<file path="src/rtl/weight_pkg.sv">
// Shared definitions for the weight pulse encoder: FSM state encoding and pulse cap.
package weight_pkg;

    typedef enum logic [2:0] {
        IDLE      = 3'd0,
        FRAME_RST = 3'd1,
        GAP       = 3'd2,
        FLIP_HI   = 3'd3,
        FLIP_LO   = 3'd4,
        DONE      = 3'd5
    } weight_state_e;

    localparam int MAX_PULSES = 7;
    localparam int KG_W       = 10;

endpackage

</file>
<file path="src/rtl/weight_pulse_encoder_if.sv">
// Measurement handshake and pulse outputs of the weight pulse encoder.
interface weight_pulse_encoder_if;
    import weight_pkg::*;

    logic            load_valid;
    logic [KG_W-1:0] load_kg;
    logic            load_ready;
    logic            weight_flip;
    logic            weight_flip_reset;
    logic            frame_done;

    modport master (
        output load_valid, load_kg,
        input  load_ready, weight_flip, weight_flip_reset, frame_done
    );

    modport slave (
        input  load_valid, load_kg,
        output load_ready, weight_flip, weight_flip_reset, frame_done
    );

endinterface

</file>
<file path="src/rtl/weight_pulse_encoder_phase_timer.sv">
// Loadable down-counter timing each encoder phase; zero marks the last cycle of a phase.
module phase_timer #(
    parameter int W = 16
) (
    input  logic         clk,
    input  logic         rst_n,
    input  logic         load,
    input  logic [W-1:0] value,
    output logic         zero
);

    logic [W-1:0] count_reg;

    always_ff @(posedge clk or negedge rst_n) begin
        if (!rst_n) begin
            count_reg <= '0;
        end else if (load) begin
            count_reg <= value;
        end else if (count_reg != '0) begin
            count_reg <= count_reg - 1'b1;
        end
    end

    assign zero = (count_reg == '0);

endmodule

</file>
<file path="src/rtl/weight_pulse_encoder.sv">
// Converts a cabin load in kg into a framed pulse train, one weight_flip per UNIT_KG.
// Define WEIGHT_ENC_SAT_EN to cap each frame at MAX_PULSES pulses.
module weight_pulse_encoder
    import weight_pkg::*;
#(
    parameter int UNIT_KG    = 100,
    parameter int PULSE_HIGH = 2,
    parameter int PULSE_LOW  = 2,
    parameter int RST_CYCLES = 2
) (
    input  logic                  clk,
    input  logic                  rst_n,
    weight_pulse_encoder_if.slave bus
);

    localparam int TW = 16;
    localparam logic [TW-1:0]   RST_LOAD  = TW'(RST_CYCLES - 1);
    localparam logic [TW-1:0]   HIGH_LOAD = TW'(PULSE_HIGH - 1);
    localparam logic [TW-1:0]   LOW_LOAD  = TW'(PULSE_LOW - 1);
    localparam logic [KG_W-1:0] UNIT_VAL  = KG_W'(UNIT_KG);

`ifdef WEIGHT_ENC_SAT_EN
    localparam int PCW = 3;
`else
    localparam int PCW = 10;
`endif

    weight_state_e   state_reg, state_next;
    logic [KG_W-1:0] remainder_reg;
    logic [PCW-1:0]  pulse_count_reg;
    logic            weight_flip_reg;
    logic            weight_flip_reset_reg;
    logic            frame_done_reg;

    logic            timer_load;
    logic [TW-1:0]   timer_value;
    logic            timer_zero;
    logic            take_pulse;
    logic            accept;
    logic            pulse_limit;
    logic            can_pulse;

    phase_timer #(.W(TW)) u_phase_timer (
        .clk   (clk),
        .rst_n (rst_n),
        .load  (timer_load),
        .value (timer_value),
        .zero  (timer_zero)
    );

`ifdef WEIGHT_ENC_SAT_EN
    assign pulse_limit = (pulse_count_reg == PCW'(MAX_PULSES));
`else
    // Counter is wide enough for every pulse a 10-bit load can produce.
    assign pulse_limit = (pulse_count_reg == '1);
`endif

    assign accept    = (state_reg == IDLE) && bus.load_valid;
    assign can_pulse = (remainder_reg >= UNIT_VAL) && !pulse_limit;

    always_comb begin
        state_next  = state_reg;
        timer_load  = 1'b0;
        timer_value = '0;
        take_pulse  = 1'b0;
        case (state_reg)
            IDLE: begin
                if (bus.load_valid) begin
                    state_next  = FRAME_RST;
                    timer_load  = 1'b1;
                    timer_value = RST_LOAD;
                end
            end
            FRAME_RST: begin
                if (timer_zero) begin
                    state_next  = GAP;
                    timer_load  = 1'b1;
                    timer_value = LOW_LOAD;
                end
            end
            GAP, FLIP_LO: begin
                if (timer_zero) begin
                    if (can_pulse) begin
                        state_next  = FLIP_HI;
                        timer_load  = 1'b1;
                        timer_value = HIGH_LOAD;
                        take_pulse  = 1'b1;
                    end else begin
                        state_next = DONE;
                    end
                end
            end
            FLIP_HI: begin
                if (timer_zero) begin
                    state_next  = FLIP_LO;
                    timer_load  = 1'b1;
                    timer_value = LOW_LOAD;
                end
            end
            DONE:    state_next = IDLE;
            default: state_next = IDLE;
        endcase
    end

    // Outputs are registered from the next state so they line up with the state they mark.
    always_ff @(posedge clk or negedge rst_n) begin
        if (!rst_n) begin
            state_reg             <= IDLE;
            remainder_reg         <= '0;
            pulse_count_reg       <= '0;
            weight_flip_reg       <= 1'b0;
            weight_flip_reset_reg <= 1'b0;
            frame_done_reg        <= 1'b0;
        end else begin
            state_reg <= state_next;
            if (accept) begin
                remainder_reg   <= bus.load_kg;
                pulse_count_reg <= '0;
            end else if (take_pulse) begin
                remainder_reg   <= remainder_reg - UNIT_VAL;
                pulse_count_reg <= pulse_count_reg + 1'b1;
            end
            weight_flip_reg       <= (state_next == FLIP_HI);
            weight_flip_reset_reg <= (state_next == FRAME_RST);
            frame_done_reg        <= (state_next == DONE);
        end
    end

    assign bus.load_ready        = (state_reg == IDLE);
    assign bus.weight_flip       = weight_flip_reg;
    assign bus.weight_flip_reset = weight_flip_reset_reg;
    assign bus.frame_done        = frame_done_reg;

endmodule

</file>
<file path="src/flat_wrapper.sv">
// flat-port wrapper written by rule: the top's interface ports become plain ports
module weight_pulse_encoder_flat import weight_pkg::*;
#(
    parameter int UNIT_KG    = 100,
    parameter int PULSE_HIGH = 2,
    parameter int PULSE_LOW  = 2,
    parameter int RST_CYCLES = 2
)
  (clk, rst_n, bus_load_valid, bus_load_kg, bus_load_ready, bus_weight_flip, bus_weight_flip_reset, bus_frame_done);
  weight_pulse_encoder_if bus_i ();
  input  logic clk;
  input  logic rst_n;
  input wire logic [$bits(bus_i.load_valid)-1:0] bus_load_valid;
  input wire logic [$bits(bus_i.load_kg)-1:0] bus_load_kg;
  output wire logic [$bits(bus_i.load_ready)-1:0] bus_load_ready;
  output wire logic [$bits(bus_i.weight_flip)-1:0] bus_weight_flip;
  output wire logic [$bits(bus_i.weight_flip_reset)-1:0] bus_weight_flip_reset;
  output wire logic [$bits(bus_i.frame_done)-1:0] bus_frame_done;
  assign bus_i.load_valid = bus_load_valid;
  assign bus_i.load_kg = bus_load_kg;
  assign bus_load_ready = bus_i.load_ready;
  assign bus_weight_flip = bus_i.weight_flip;
  assign bus_weight_flip_reset = bus_i.weight_flip_reset;
  assign bus_frame_done = bus_i.frame_done;
  weight_pulse_encoder #(.UNIT_KG(UNIT_KG), .PULSE_HIGH(PULSE_HIGH), .PULSE_LOW(PULSE_LOW), .RST_CYCLES(RST_CYCLES)) u_core (.clk(clk), .rst_n(rst_n), .bus(bus_i));
endmodule
</file>
<file path="config.mk">
export PLATFORM = sky130hd
export DESIGN_NAME = weight_pulse_encoder_flat
export DESIGN_NICKNAME = d
export VERILOG_FILES = /design/src/rtl/weight_pkg.sv /design/src/rtl/weight_pulse_encoder_if.sv /design/src/rtl/weight_pulse_encoder_phase_timer.sv /design/src/rtl/weight_pulse_encoder.sv /design/src/flat_wrapper.sv
export SDC_FILE = /design/constraint.sdc
export NUM_CORES = 1
export LEC_CHECK = 0
export ABC_AREA = 1
export BUFFER_PORTS_ARGS = -buffer_cell sky130_fd_sc_hd__buf_4
export CAP_MARGIN = 20
export CORE_MARGIN = 2
export CORE_UTILIZATION = 55
export CTS_BUF_LIST = sky130_fd_sc_hd__clkbuf_4 sky130_fd_sc_hd__clkbuf_8 sky130_fd_sc_hd__clkbuf_16
export DETAILED_ROUTE_END_ITERATION = 10
export GPL_TIMING_DRIVEN = 1
export HOLD_SLACK_MARGIN = 0.15
export PLACE_DENSITY = 0.74
export REMOVE_ABC_BUFFERS = 1
export SYNTH_ARGS = -nofsm -noshare
export SYNTH_HDL_FRONTEND = slang
export SYNTH_SLANG_ARGS = --single-unit
</file>
<file path="constraint.sdc">
create_clock -name clk -period 4.85 [get_ports clk]
set_input_delay 0.97 -clock clk [delete_from_list [all_inputs] [get_ports clk]]
set_output_delay 0.97 -clock clk [all_outputs]
set_load 0.005 [all_outputs]
</file>
==> flow_summary.toml <==
[power]
pwr-share-seq = 0.396
p_int_mw = 0.840
p_leak_nw = 1.34
finalPower_mw = 1.44
ir_drop_mv = 0.258
p_sw_frac = 0.418
clockPowerShare = 0.152
switchingPower_mw = 0.603
power_density_mw_per_mm2 = 534
pwr-share-comb = 0.452

[floorplanning]
core_area_sq_mm = 0.00435
dieHeight_um = 71.4
die_w_um = 71.4
num_rows = 24
fp.dieArea_sq_mm = 0.00509
initial_core_util = 0.573
pin_count = 17

[layout]
nNetsFinal = 346
final_util = 0.620
insertedDiodeCount = 0
fill_cells = 395
synthToLayoutAreaGrowth_pct = 8.17
largest_reg_flops = 16
drive_gt1_frac = 0.152
fin_cells = 381

[clock_network]
cts_made_buffers = 5
cts_resized = 0
clock_sinks = 42
post-cts-setup-buffers = 0
cts_hold_buf = 0
cts_tree = "yes"
root_buffer = "clkbuf_8"
cts_buffer_depth = 2
cts.clk_slew.worst_paths_ns = 0.08
htreeDepth = 2
clk-insertion-delay-late_ns = 0.30

[synth]
yosys_register_bits = 42
avgSynthCellArea_sq_um = 7.95
yosysTopAreaCell = "dfrtp_1"
synthCells = 314
yosysTopAreaCellShare = 0.421
synth-async-reset-ratio = 1.00
synth_commonest_cells = "nand2_1, dfrtp_1, nor2_1"
syn-cell-area_sq_mm = 0.00250
ys_warn_count = 0
synth_edf_count = 0
synth_ff_type = "dfrtp_1"
yosysSeqAreaShare = 0.421
synth_cell_types = 34
synth.most_common_cell = "nand2_1"
ys_top_cells_by_area = "dfrtp_1, nand2_1, nor2_1"

[detailed_routing]
avgViaCountPerCell = 5.07
dr_total_vias = 1933
first_pass_iters = 4
wirelength_um = 4500
antenna_left = 0
routedWlPerCell_um = 11.8
drc = 0
drt_iter0_markers = 118

[place]
dpl.hpwl_um = 3120
place_inst = 374
gp_congestion = 0.824
io_buffers = 16

[setup_path]
r2r-end = "u_core.pulse_count_reg[6]"
ff2ff_path_depth = 10
path_max_fanout = 17
path_buf_inv = 3
cp_cell_sequence = "inv_1 -> ha_1 -> nand3_2 -> nor2_2 -> nand2_2 -> clkinv_4 -> nand4_4 -> clkinv_1 -> nand3_1 -> o21ai_1"
end_kind = "flop"
critPathRequiredTime_ns = 5.08
worstReg2RegStart = "u_core.u_phase_timer.count_reg[0]"
criticalPathCategory = "flop to flop"
worstSetupStartpointType = "flop"
reg2reg_slack_ns = 2.75
critPathTopFamily = "simple AND/OR/NAND/NOR gates"
max_stage_delay_ns = 0.40
slowest_stage = "dfrtp_1"
arrival_ns = 2.33

[run_status]
status = "finished clean"

[grt]
grt_max_degree = 43
grt_pass1_wl_um = 8390
antenna_found_initial = 0
track_usage = 0.206
grt_pass1_vias = 1923
overflow = 0

[min_path]
hold_path.startpoint = "u_core.state_reg[2]"
whs_path_depth = 1
hold_class = "flop to flop"
hold_path_end = "u_core.bus.weight_flip_reset"

[sta]
relSlewSlack = 0.603
skew_ns = 0.00436
period_share = 0.434
setup_viol = 0
slew_viol_final = 0
grt_setup_unrepaired = "false"
max_freq_mhz = 476
hold_viol = 0
worst_pin_slew_ns = 0.593
finalSetupTns_ns = 0
min_period_ns = 2.10

[job]
cap_violations = 0
==> per-stage QoR <==
stage	hold WS [ns]	setup WS, ns	area (sq um)
2_1_floorplan	0.476	2.97	2440
3_3_place_gp	0.513	2.65	2620
3_5_place_dp	0.519	2.61	2620
4_1_cts	0.531	2.74	2700
5_1_grt	0.573	2.56	2700
6_report	0.530	2.75	2700
==> kinds of logic (layout without fill, tap and decap cells) <==
| kind of cell | Yosys count | in the layout | share of synthesized area |
|---|---|---|---|
| flip-flops | 42 | 42 | 0.421 |
| adder cells (fa/ha/maj) | 4 | 4 | 0.0201 |
| AO/OA/AOI/OAI | 25 | 25 | 0.0561 |
| buffers and inverters | 41 | 56 | 0.0757 |
| AND/OR/NAND/NOR | 178 | 178 | 0.343 |
| XOR/XNOR | 24 | 24 | 0.0842 |
==> cell type report <==
| class | count | area [sq um] | share of cell area |
|---|---|---|---|
| multi-input combinational | 231 | 1260 | 0.465 |
| sequential | 42 | 1050 | 0.389 |
| inverter | 33 | 129 | 0.0477 |
| timing repair buffer | 16 | 120 | 0.0445 |
| clock buffer | 5 | 68.8 | 0.0255 |
| tap | 52 | 65.1 | 0.0241 |
| clock inverter | 2 | 10.0 | 0.00371 |
==> power groups by stage <==
stage | registers (mW) | logic [mW] | clock network (mW)
2_1_floorplan | 0.555 | 0.534 | 0
3_3_place_gp | 0.573 | 0.640 | 0
3_5_place_dp | 0.577 | 0.655 | 0
4_1_cts | 0.570 | 0.659 | 0.226
5_1_grt | 0.590 | 0.771 | 0.238
6_report | 0.572 | 0.652 | 0.219
==> worst max path at each step <==
| stage | startpoint | end | slack, ns | depth (start not counted) |
|---|---|---|---|---|
| global route | u_core.u_phase_timer.count_reg[0] | u_core.pulse_count_reg[8] | 2.56 | 10 |
| finish | u_core.u_phase_timer.count_reg[0] | u_core.pulse_count_reg[6] | 2.75 | 10 |
| detailed placement | bus_load_valid | u_core.remainder_reg[6] | 2.61 | 6 |
| floorplan | bus_load_valid | u_core.remainder_reg[6] | 2.97 | 5 |
| global placement | bus_load_valid | u_core.remainder_reg[6] | 2.65 | 6 |
| CTS | u_core.u_phase_timer.count_reg[0] | u_core.pulse_count_reg[6] | 2.74 | 10 |
==> cell usage in the layout, fill, tap and decap left out <==
cell type and instances:
nand2_1 76, dfrtp_1 42, nor2_1 40, inv_1 28
nand3_1 26, buf_4 16, xor2_1 14, xnor2_1 10
o21ai_0 9, nor3_1 9, nor3_2 8, o21ai_1 8
nand4_1 5, clkbuf_8 5, nand2_2 4, ha_1 4
inv_2 3, or2_2 3, a21oi_1 3, a21oi_2 2
clkinv_2 2, nand3_2 1, nor3_4 1, nor2_2 1
clkinv_4 1, o41ai_1 1, nand4_4 1, nand3_4 1
clkinv_1 1, nand2_4 1, nand3b_1 1, o31ai_1 1
a31oi_1 1
==> per-layer routing <==
layer / routed length (um) / part of all wire / GRT usage / up-vias
met5: 0 / 0 / 0 / -
met3: 155 / 0.034 / 0.0464 / 6
met1: 2220 / 0.49 / 0.270 / 864
met2: 2050 / 0.45 / 0.334 / 29
li1: - / - / - / 1034
met4: 77 / 0.017 / 0.0755 / 0
Note: power is estimated with default switching activity, not from simulation.
